<file path="src/rtl/postfix_sequencer.sv">
// Issue stage for a stack-based ALU: consumes postfix tokens, issues one ALU op at a time,
// tracks stack depth to catch malformed expressions, and returns the final value.
//
// Handshakes: a token moves on any rising edge where tok_valid & tok_ready, a result moves on
// any rising edge where res_valid & res_ready; a raised res_valid stays up with res_* stable
// until it is taken.
module postfix_sequencer #(
  parameter int n           = 32,
  parameter int STACK_DEPTH = 8,
  localparam int DW         = $clog2(STACK_DEPTH + 1)
) (
  input  logic          CLK,
  input  logic          RST,
  input  logic          tok_valid,
  output logic          tok_ready,
  input  logic [1:0]    tok_kind,
  input  logic [n-1:0]  tok_data,
  output logic [2:0]    alu_opcode,
  output logic [n-1:0]  alu_data,
  input  logic [n-1:0]  alu_result,
  input  logic          alu_overflow,
  output logic          res_valid,
  input  logic          res_ready,
  output logic [n-1:0]  res_data,
  output logic          res_overflow,
  output logic          res_error,
  output logic [2:0]    dbg_state,
  output logic [DW-1:0] dbg_depth
);

  typedef enum logic [2:0] {
    S_ACCEPT = 3'd0,
    S_EXEC   = 3'd1,
    S_CHECK  = 3'd2,
    S_DRAIN  = 3'd3,
    S_OUT    = 3'd4
  } state_t;

  localparam logic [2:0] OP_NOP  = 3'b000;
  localparam logic [2:0] OP_ADD  = 3'b100;
  localparam logic [2:0] OP_MUL  = 3'b101;
  localparam logic [2:0] OP_PUSH = 3'b110;
  localparam logic [2:0] OP_POP  = 3'b111;

  localparam logic [1:0] K_OPND = 2'b00;
  localparam logic [1:0] K_ADD  = 2'b01;
  localparam logic [1:0] K_MUL  = 2'b10;
  localparam logic [1:0] K_END  = 2'b11;

  localparam logic [DW-1:0] DEPTH_MAX = DW'(STACK_DEPTH);
  localparam logic [DW-1:0] ONE       = DW'(1);
  localparam logic [DW-1:0] TWO       = DW'(2);

  state_t        state, state_d;
  logic [DW-1:0] depth, depth_d;
  logic          err, err_d;
  logic          ovf, ovf_d;
  logic [2:0]    op_q, op_d;
  logic [n-1:0]  data_q, data_d;
  logic [n-1:0]  res_data_d;
  logic          res_overflow_d, res_error_d;
  logic          tok_bad;

  assign dbg_state = state;
  assign dbg_depth = depth;

  always_comb begin
    tok_bad = 1'b0;
    case (tok_kind)
      K_OPND:        tok_bad = (depth == DEPTH_MAX);
      K_ADD, K_MUL:  tok_bad = (depth < TWO);
      default:       tok_bad = (depth != ONE);
    endcase
  end

  always_comb begin
    state_d        = state;
    depth_d        = depth;
    err_d          = err;
    ovf_d          = ovf;
    op_d           = op_q;
    data_d         = data_q;
    res_data_d     = res_data;
    res_overflow_d = res_overflow;
    res_error_d    = res_error;
    tok_ready      = 1'b0;
    alu_opcode     = OP_NOP;
    alu_data       = '0;
    res_valid      = 1'b0;

    case (state)
      S_ACCEPT: begin
        tok_ready = !RST;
        if (tok_valid && tok_ready) begin
          // Once an expression is poisoned, everything up to its end token is dropped.
          if (err) begin
            if (tok_kind == K_END) state_d = S_DRAIN;
          end else if (tok_bad) begin
            err_d = 1'b1;
            if (tok_kind == K_END) state_d = S_DRAIN;
          end else begin
            case (tok_kind)
              K_OPND:  op_d = OP_PUSH;
              K_ADD:   op_d = OP_ADD;
              K_MUL:   op_d = OP_MUL;
              default: op_d = OP_POP;
            endcase
            data_d  = tok_data;
            state_d = S_EXEC;
          end
        end
      end
      S_EXEC: begin
        alu_opcode = op_q;
        if (op_q == OP_PUSH) begin
          alu_data = data_q;
          depth_d  = depth + ONE;
          state_d  = S_ACCEPT;
        end else begin
          depth_d  = depth - ONE;
          state_d  = S_CHECK;
        end
      end
      S_CHECK: begin
        // ALU outputs for the op issued in EXEC are settled now.
        if (op_q == OP_POP) begin
          res_data_d     = alu_result;
          res_overflow_d = ovf;
          res_error_d    = 1'b0;
          state_d        = S_OUT;
        end else begin
          ovf_d   = ovf | alu_overflow;
          state_d = S_ACCEPT;
        end
      end
      S_DRAIN: begin
        if (depth != '0) begin
          alu_opcode = OP_POP;
          depth_d    = depth - ONE;
        end else begin
          res_data_d     = '0;
          res_overflow_d = ovf;
          res_error_d    = 1'b1;
          state_d        = S_OUT;
        end
      end
      S_OUT: begin
        res_valid = 1'b1;
        if (res_ready) begin
          err_d   = 1'b0;
          ovf_d   = 1'b0;
          state_d = S_ACCEPT;
        end
      end
      default: state_d = S_ACCEPT;
    endcase
  end

  always_ff @(posedge CLK) begin
    if (RST) begin
      state        <= S_ACCEPT;
      depth        <= '0;
      err          <= 1'b0;
      ovf          <= 1'b0;
      op_q         <= OP_NOP;
      data_q       <= '0;
      res_data     <= '0;
      res_overflow <= 1'b0;
      res_error    <= 1'b0;
    end else begin
      state        <= state_d;
      depth        <= depth_d;
      err          <= err_d;
      ovf          <= ovf_d;
      op_q         <= op_d;
      data_q       <= data_d;
      res_data     <= res_data_d;
      res_overflow <= res_overflow_d;
      res_error    <= res_error_d;
    end
  end

endmodule

</file>
<file path="config.mk">
export PLATFORM = sky130hd
export DESIGN_NAME = postfix_sequencer
export DESIGN_NICKNAME = d
export VERILOG_FILES = /design/src/rtl/postfix_sequencer.sv
export SDC_FILE = /design/constraint.sdc
export NUM_CORES = 1
export LEC_CHECK = 0
export ABC_AREA = 1
export CAP_MARGIN = 25
export CORE_MARGIN = 4
export CORE_UTILIZATION = 45
export DETAILED_ROUTE_END_ITERATION = 6
export PLACE_DENSITY = 0.77
export SLEW_MARGIN = 20
export SYNTH_ARGS = -nofsm -noshare
export SYNTH_HDL_FRONTEND = slang
export SYNTH_SLANG_ARGS = --single-unit
</file>
<file path="constraint.sdc">
create_clock -name CLK -period 2.3 [get_ports CLK]
set_clock_uncertainty 0.2 [all_clocks]
set_input_delay 0.345 -clock CLK [delete_from_list [all_inputs] [get_ports CLK]]
set_output_delay 0.345 -clock CLK [all_outputs]
set_load 0.05 [all_outputs]
</file>
# ---- Yosys cells after proc, flatten, opt, wreduce, memory -nomap -nowiden
# Cells that the tools add are included.
dict set report totals {
  ff_bits 78
  in_bits 71
  out_inout_bits 78
  wordCells 84
}
dict set report classes {
  add_sub_neg 2
  n_lt_le_gt_ge 1
  n_eq_ne 17
  muxes 36
  bitwise 3
  reduce_logical 16
}
# op n
set op_table {}
lappend op_table {{32-bit two-way mux} 4}
lappend op_table {{32-bit case mux with 2 select lines} 1}
lappend op_table {{3-bit two-way mux} 8}
lappend op_table {{3-bit case mux with 5 select lines} 1}
lappend op_table {{2-bit != test, second input constant} 6}
lappend op_table {{3-bit AND reduction} 4}
lappend op_table {{1-bit two-way mux} 11}
lappend op_table {{1-bit case mux with 2 select lines} 5}
lappend op_table {{3-bit == test, second input constant} 3}
lappend op_table {{4-bit two-way mux} 2}
lappend op_table {{4-bit case mux with 2 select lines} 1}
lappend op_table {{2-bit nonzero test} 4}
lappend op_table {{3-bit by 2-bit == test with 1-bit output, second input constant} 2}
lappend op_table {{2-bit case mux with 3 select lines} 1}
lappend op_table {{3-bit case mux with 2 select lines} 1}
lappend op_table {{4-bit by 1-bit adder with 4-bit output, second input constant} 1}
lappend op_table {{2-bit == test, second input constant} 2}
lappend op_table {{4-bit == test, second input constant} 1}
lappend op_table {{4-bit by 2-bit less-than comparator with 1-bit output, second input constant} 1}
lappend op_table {{4-bit by 1-bit != test with 1-bit output, second input constant} 1}
lappend op_table {{4-bit AND reduction} 1}
lappend op_table {{4-bit nonzero test} 1}
lappend op_table {{4-bit by 1-bit subtractor with 4-bit output, second input constant} 1}
lappend op_table {{3-bit by 1-bit == test with 1-bit output, second input constant} 1}
lappend op_table {{other kinds (10)} 11}

# ---- Logic depth before layout (Yosys ltp)
# Gate-level depths: netlist (run 1).
dict set report depth {
  ltp_word 7
  ltp_mapped 10
  depth_no_buf 9
}

# ---- Worst setup path after synthesis (run 1)
# OpenSTA, ideal clock, no wires.
dict set report synth_path {
  path_kind {flip-flop to output port}
  start {reg state[0], in the netlist dbg_state[0]}
  end {out alu_data[0]}
  t_arrival_ns 2.309
  t_required_ns 1.755
  slack_ns -0.554
  stages_incl_launch_ff 5
  path_buffers 2
  cell_sequence {dfxtp_1 -> nand3_1 -> clkbuf_1 -> clkbuf_1 -> nor3_1}
}
dict set report synth_between {
  elab_chain_len 2
}
# item line_no
set synth_rtl {}
lappend synth_rtl {{from (decl)} 54} ;# state_t state, state_d;
lappend synth_rtl {{from (signal assigned)} 171} ;# state <= state_d;
lappend synth_rtl {{3-bit by 1-bit == test with 1-bit output} 91} ;# case (state)
lappend synth_rtl {{32-bit two-way mux} 91}
lappend synth_rtl {{to (decl)} 19} ;# output logic [n-1:0] alu_data,
# No other way between the ends.

# ---- Final worst setup path (run 1)
dict set report layout_path {
  start {reg depth[1], in the netlist dbg_depth[1]}
  end {out alu_opcode[0]}
}
dict set report layout_between {
  elab_chain_len 3
}
# item line_no
set layout_rtl {}
lappend layout_rtl {{from (decl)} 55} ;# logic [DW-1:0] depth, depth_d;
lappend layout_rtl {{from (signal assigned)} 172} ;# depth <= depth_d;
lappend layout_rtl {{4-bit nonzero test} 137} ;# if (depth != '0) begin
lappend layout_rtl {{3-bit two-way mux} 137}
lappend layout_rtl {{3-bit case mux with 2 select lines} 91}
lappend layout_rtl {{to (decl)} 18} ;# output logic [2:0] alu_opcode,
# No other way between the ends.

==> results of run 1 <==
-- path summary, 6_finish.rpt --
| path | startpoint | end | slack (ns) | cells after the start |
|---|---|---|---|---|
| hold reg to reg | ovf | ovf | 0.26 | 2 |
| hold / removal | ovf | ovf | 0.26 | 2 |
| setup reg to reg | dbg_depth[1] | data_q[23] | 0.44 | 10 |
| setup / recovery | dbg_depth[1] | alu_opcode[0] | 0.08 | 6 |
-- final cells by class --
cell class,instances,area [µm²]
Clock inverter,7,81.3
Fill cell,657,2230
Tap cell,108,135
Clock buffer,9,124
Sequential cell,78,1570
Inverter,121,454
Multi-Input combinational cell,359,2060
Timing Repair Buffer,168,2020
-- cell usage in the layout, fill, tap and decap left out, types with 3 or more instances in the layout --
cell type | synthesis | routed
nor3_2 | 0 | 19
o211ai_1 | 33 | 33
inv_1 | 115 | 115
nand2_1 | 131 | 130
o21ai_1 | 4 | 4
nand4_1 | 36 | 36
nor3_4 | 0 | 11
nand3_1 | 13 | 11
clkbuf_8 | 0 | 9
o21ai_2 | 0 | 3
buf_4 | 1 | 19
nor2_1 | 48 | 48
clkinvlp_4 | 0 | 3
buf_12 | 0 | 39
nor3_1 | 33 | 3
ha_1 | 7 | 6
dfxtp_1 | 78 | 75
clkdlybuf4s50_1 | 0 | 110
inv_2 | 6 | 6
xnor2_1 | 3 | 3
a21oi_1 | 39 | 39
-- metrics by stage --
step / total power [mW] / hold WS [ns]
after floorplan: 1.82 / 0.231
after global placement: 2.05 / 0.241
after detailed placement: 2.06 / 0.246
after CTS: 3.12 / 0.258
after global routing: 3.25 / 0.282
final: 3.11 / 0.257
-- layer usage --
layer	up-vias	track usage [%]	share of wire, %
met3	14	7.58	10
met1	1959	28.6	40
met5	-	0	0
met2	183	39.4	48
met4	0	8.17	1.5
li1	2165	-	-
-- cell families after synthesis --
logic type / synth area share (%)
AOI/OAI and AO/OA: 12.6
xor gates and xnor gates: 0.655
adders and majority gates: 2.18
buffers and inverters: 16.0
DFF: 38.9
and+or+nand+nor: 29.6
-- power by group --
part           total [mW]  internal [mW]  switching [mW]
sequential           1.43           1.40          0.0258
clock                1.06          0.516           0.548
combinational       0.617          0.254           0.362
-- state kept, by name, summed over array words and instances, names as in the netlist --
register	cells
res_overflow	1
ovf	1
res_data	32
res_error	1
data_q	32
err	1
dbg_depth	4
op_q	3
dbg_state	3
-- repair_timing --
action,4_1_cts,5_1_grt
endpoints found under the hold margin,0,0
endpoints found under the setup margin,3,4
resized for setup,6,4
pin swaps,0,0
-- worst min-delay path, cell delays in order, from the launching register on --
cell and delay [ns]:
dfxtp_1 0.30, inv_1 0.06, a21oi_1 0.06
==> reports/metrics.yaml, run 1 <==
die:
  die-area_um2: 10500
  boundaryPins: 149
  coreArea_um2: 8680
  initial_utilization_pct: 46.2
  die_h_um: 102
  row_count: 34
  fp.dieW_um: 102
logic_synthesis:
  synth.area.top_cells: "dfxtp_1 (39%), nand2_1 (12%), inv_1 (11%)"
  ys_seq_area_share_pct: 38.9
  synth.distinct_cells: 26
  syn_avg_cell_area_um2: 6.71
  synth-seq-cells: 78
  synth_warnings: 0
  synth_common_cells: "nand2_1 (131), inv_1 (115), dfxtp_1 (78)"
  synth_ff_type: "dfxtp_1"
  synth_edf_count: 0
  syn_nets: 676
  syn_area_um2: 4010
  synth_top_area_cell: "dfxtp_1"
  synth.top_cell.area_share_pct: 38.9
  synth.most_common_cell: "nand2_1"
  async_flop_share_pct: 0
  synthCells: 598
detailed_routing:
  drt_iter0_drc: 123
  drc: 0
  drt-total-wl_um: 12200
  postRouteAntennaNets: 0
  vias: 4321
  drt-pass1-iter-count: 5
  wl_per_cell_um: 14.3
  viasPerCell: 5.08
pwr:
  powerDensity_nw_per_um2: 482
  peakVddDrop_uv: 337
  power_leakage_nw: 2.81
worst_setup_path:
  crit_slowest_cell: "dfxtp_2"
  crit_type: "reg2out"
  crit_buf_inv: 2
  cp.required_ns: 1.75
  arrival_ns: 1.67
  critPathCaptureType: "output pin"
  crit_family: "flip-flops"
  worst_path_largest_cell_delay_ns: 0.36
  critPathMaxFanout: 8
  cp-start-kind: "register"
  crit_chain: "inv_1, ha_2, nand2_1, nand2_2, o21ai_2, buf_12"
placement:
  gp_congestion: 0.823
  dp_hpwl_um: 8650
  dpl_worst_slack_ns: 0.0138
  port_buffers: 148
  dpl.cell_count: 834
  dpl-instance-area_um2: 6200
sta:
  finalSetupTns_ns: 0
  slew-limit-headroom_pct: 62.9
  max_freq_mhz: 451
  hold_viol: 0
  setup_viol: 0
  timing.final.max_slew_violations: 0
  final.period_utilization_pct: 96.4
  tightest_slew_ns: 0.555
  fin_crit_ns: 2.22
  fin_ws_ns: 0.0828
finish:
  n_antenna_cell: 0
  utilization_pct: 74.3
  postLayoutCellArea_um2: 6440
  layout.nets: 815
  drive_gt1_share_pct: 17.1
  syn_to_final_growth_pct: 60.7
  fin_cells: 850
clock_tree:
  cts.clk_slew.worst_paths_ns: 0.09
  cts_sinks: 78
  cts.hold.buffers_added: 0
  cts_made_buffers: 9
  clk_path_buf_depth: 2
  worstSkewPairLatency_ns: 0.35
  post_cts.repair.setup_buffers: 0
  root_buffer: "clkbuf_8"
  htree_levels: 3
  cts_tree: "built"
grt:
  grt_max_degree: 41
  grt_pass1_vias: 4259
  grt_pass1_wl_um: 19700
  antenna_found_initial: 0
  groute.usage.overall_pct: 23.6
  gr-total-overflow: 0
min_path:
  hold_path_class: "reg2reg"
flow_run:
  max_cap_viol_count: 0
status:
  status: "finished clean"
Power figures use the tool's default switching activity.
==> inputs of run 2 (changes only) <==
- ABC_AREA: 1 -> unset
- CORE_UTILIZATION: 45 -> 55
- DONT_BUFFER_PORTS: unset -> 1
- PLACE_DENSITY: 0.77 -> 0.66
==> run 2 against run 1 <==
The run now ends with setup timing left. Worst hold slack worse by 0.25 ns. Sequential power about the same. Synthesized area shrank 9.7%. Flip-flop and latch count did not move. Cell count decreased by 27%. Via count decreased by 16%. First-iteration DRC count rose by 76%. Routed wire length grew 0.12%. Synthesized cell count fell by 27%. Global-route usage increased by 3.8 points. Sequential share of layout area grew 3.7 points.
==> reports/metrics.yaml, run 2 <==
grt:
  antenna_found_initial: 0  # unchanged
  gr-total-overflow: 0  # unchanged
  groute.usage.overall_pct: 27.4  # +3.8 points
  grt_pass1_wl_um: 16900  # -14%
  grt_max_degree: 52  # +27%
  grt_pass1_vias: 3468  # -19%
detailed_routing:
  vias: 3637  # -16%
  drt_iter0_drc: 216  # +76%
  drt-pass1-iter-count: 5  # unchanged
  postRouteAntennaNets: 0  # unchanged
  drt-total-wl_um: 12200  # +0.12%
  wl_per_cell_um: 19.5  # +37%
  viasPerCell: 5.84  # +15%
  drc: 0  # unchanged
sta:
  timing.final.max_slew_violations: 0  # unchanged
  fin_crit_ns: 2.32  # +0.106 ns
  final.period_utilization_pct: 101  # +4.6 points
  tightest_slew_ns: 0.554  # -0.00148 ns
  slew-limit-headroom_pct: 63.0  # +0.16 points
  grt_setup_unrepaired: "true"
  max_freq_mhz: 430  # -4.6%
  hold_viol: 0  # unchanged
  fin_ws_ns: -0.0234  # -0.106 ns
  setup_viol: 5  # +5
  timing.hold.ws_ns: 0.00760  # -0.250 ns
finish:
  syn_to_final_growth_pct: 55.5
  n_antenna_cell: 0  # unchanged
  drive_gt1_share_pct: 24.5  # +7.4 points
  layout.nets: 619  # -24%
  final_cell_mix: "nand2_1 (104), dfxtp_1 (73), dlygate4sd3_1 (65)"
  layout_commonest_cell: "nand2_1"
  fillers: 298  # -55%
  fin_cells: 623  # -27%
pwr:
  peakVddDrop_uv: 573  # +70%
  fin_total_pwr_mw: 2.99  # -3.7%
  power_leakage_nw: 2.33  # -17%
  powerDensity_nw_per_um2: 531  # +10%
die:
  die-area_um2: 7950  # -24%
  boundaryPins: 149  # unchanged
  row_count: 29  # -15%
  die_h_um: 89.2  # -13%
  fp.dieW_um: 89.2  # -13%
  coreArea_um2: 6390  # -26%
  initial_utilization_pct: 56.7  # +11 points
worst_setup_path:
  crit_buf_inv: 4  # +2
  crit_family: "buffers and inverters"
  critPathCaptureType: "output pin"
  worst_path_largest_cell_delay_ns: 0.38  # +0.02 ns
  crit_type: "reg2out"
  r2r_slack_ns: 0.11  # -0.33 ns
  crit_slowest_cell: "dfxtp_4"
  reg2reg_from: "dbg_depth[0]"
  reg2regPathDepth: 6  # -4
  critPathMaxFanout: 8  # unchanged
  cp-start-kind: "register"
  arrival_ns: 1.78  # +0.11 ns
  crit_chain: "buf_8, nor3_4, buf_12, clkbuf_16, and2_1, buf_12"
  crit_cells: 6  # unchanged
  cp_common_cell: "buf_12"
  r2r_end: "data_q[31]"
  cp-startpoint: "dbg_state[1]"
  cp.required_ns: 1.75  # about the same
logic_synthesis:
  synth_edf_count: 0  # unchanged
  synth.area.top_cells: "dfxtp_1 (43%), nand2_1 (11%), mux2i_1 (9.4%)"
  syn_nets: 512  # -24%
  syn_avg_cell_area_um2: 8.35  # +24%
  synth-seq-cells: 78  # unchanged
  synth_common_cells: "nand2_1 (104), dfxtp_1 (78), a21oi_1 (37)"
  synth.top_cell.area_share_pct: 43.1  # +4.2 points
  synthCells: 434  # -27%
  async_flop_share_pct: 0  # unchanged
  synth_top_area_cell: "dfxtp_1"
  synth.most_common_cell: "nand2_1"
  ys_seq_area_share_pct: 43.1  # +4.2 points
  synth.distinct_cells: 49  # +88%
  synth_ff_type: "dfxtp_1"
  synth_warnings: 0  # unchanged
  syn_area_um2: 3620  # -9.7%
min_path:
  whs_path_depth: 3  # +1
  hold_end: "dbg_depth[3]"
  hold_path_class: "in2reg"
  hp-start: "RST"
status:
  status: "finished, violations left"
  violations: "setup timing"
clock_tree:
  worstSkewPairLatency_ns: 0.35  # about the same
  cts.clk_slew.worst_paths_ns: 0.09  # about the same
  root_buffer: "clkbuf_8"
  htree_levels: 3  # unchanged
  cts_tree: "built"
  cts_made_buffers: 9  # unchanged
  cts_sinks: 78  # unchanged
  clk_path_buf_depth: 2  # unchanged
placement:
  gp_congestion: 0.811  # -1.5%
  dp_hpwl_um: 6420  # -26%
  dpl.cell_count: 531  # -36%
  port_buffers: 0  # -100%
flow_run:
  max_cap_viol_count: 0  # unchanged
## run 2: worst reg2reg max path: stages (launching register included)
cell and delay (ns):
dfxtp_4 0.36, buf_4 0.16, ha_1 0.22, a31oi_1 0.35, a2bb2oi_4 0.25, buf_4 0.28, mux2i_1 0.28
## run 2: cell type report
cell class	instances	area, µm²	area share, %
multi-input cells	315	2020	35.9
repair buffers	130	1690	29.9
flip-flops and latches	78	1580	28.0
clock buffers	9	124	2.20
clock inverters	7	98.8	1.75
well taps	77	96.3	1.71
inverters	7	31.3	0.555
## run 2: metrics by stage
stage	setup slack, ns	util (%)	setup TNS (ns)	instance area, µm²
final	-0.0234	88.2	-0.0786	5630
after global routing	-0.0532	88.2	-0.260	5630
after CTS	0.00230	84.6	0	5400
after detailed placement	0.172	70.1	0	4470
after global placement	0.213	70.1	0	4470
after floorplan	-0.0440	-	-0.0804	3660
## run 2: how the worst max path moves through the flow
stage	end	slack, ns
floorplan	alu_opcode[2]	-0.04
global placement	alu_opcode[2]	0.21
detailed placement	alu_opcode[2]	0.17
CTS	alu_data[29]	0.002
global route	alu_data[16]	-0.05
finish	alu_data[10]	-0.02
## run 2: report_power, final
part	total, mW	internal, mW	switching, mW
clock	1.16	0.615	0.541
combinational	0.407	0.203	0.204
sequential	1.43	1.39	0.0398
total	2.99	2.21	0.784
## run 2: kinds of logic after synthesis
logic type               synth area share [%]
AND/OR/NAND/NOR                          28.5
buffers and inverters                    5.98
multiplexers                             10.0
flip-flops                               43.1
AO/OA/AOI/OAI                            9.78
adder cells (fa/ha/maj)                  2.42
XOR/XNOR                                0.242
## run 2: timing repair
item	4_1_cts	5_1_grt
setup buffers	1	7
resized for setup	10	37
endpoints found under the setup margin	35	35
hold buffers	66	0
gates cloned	0	3
pin swaps	2	3
endpoints found under the hold margin	73	0
## run 2: layer usage
metal  up-vias  share of wire [%]  global-route usage, %
li1       1678                  -                      -
met1      1756                 37                   32.5
met2       174                 53                   48.2
met3        29                7.5                   6.91
met4         0                2.9                   9.34
met5         -                  0                      0
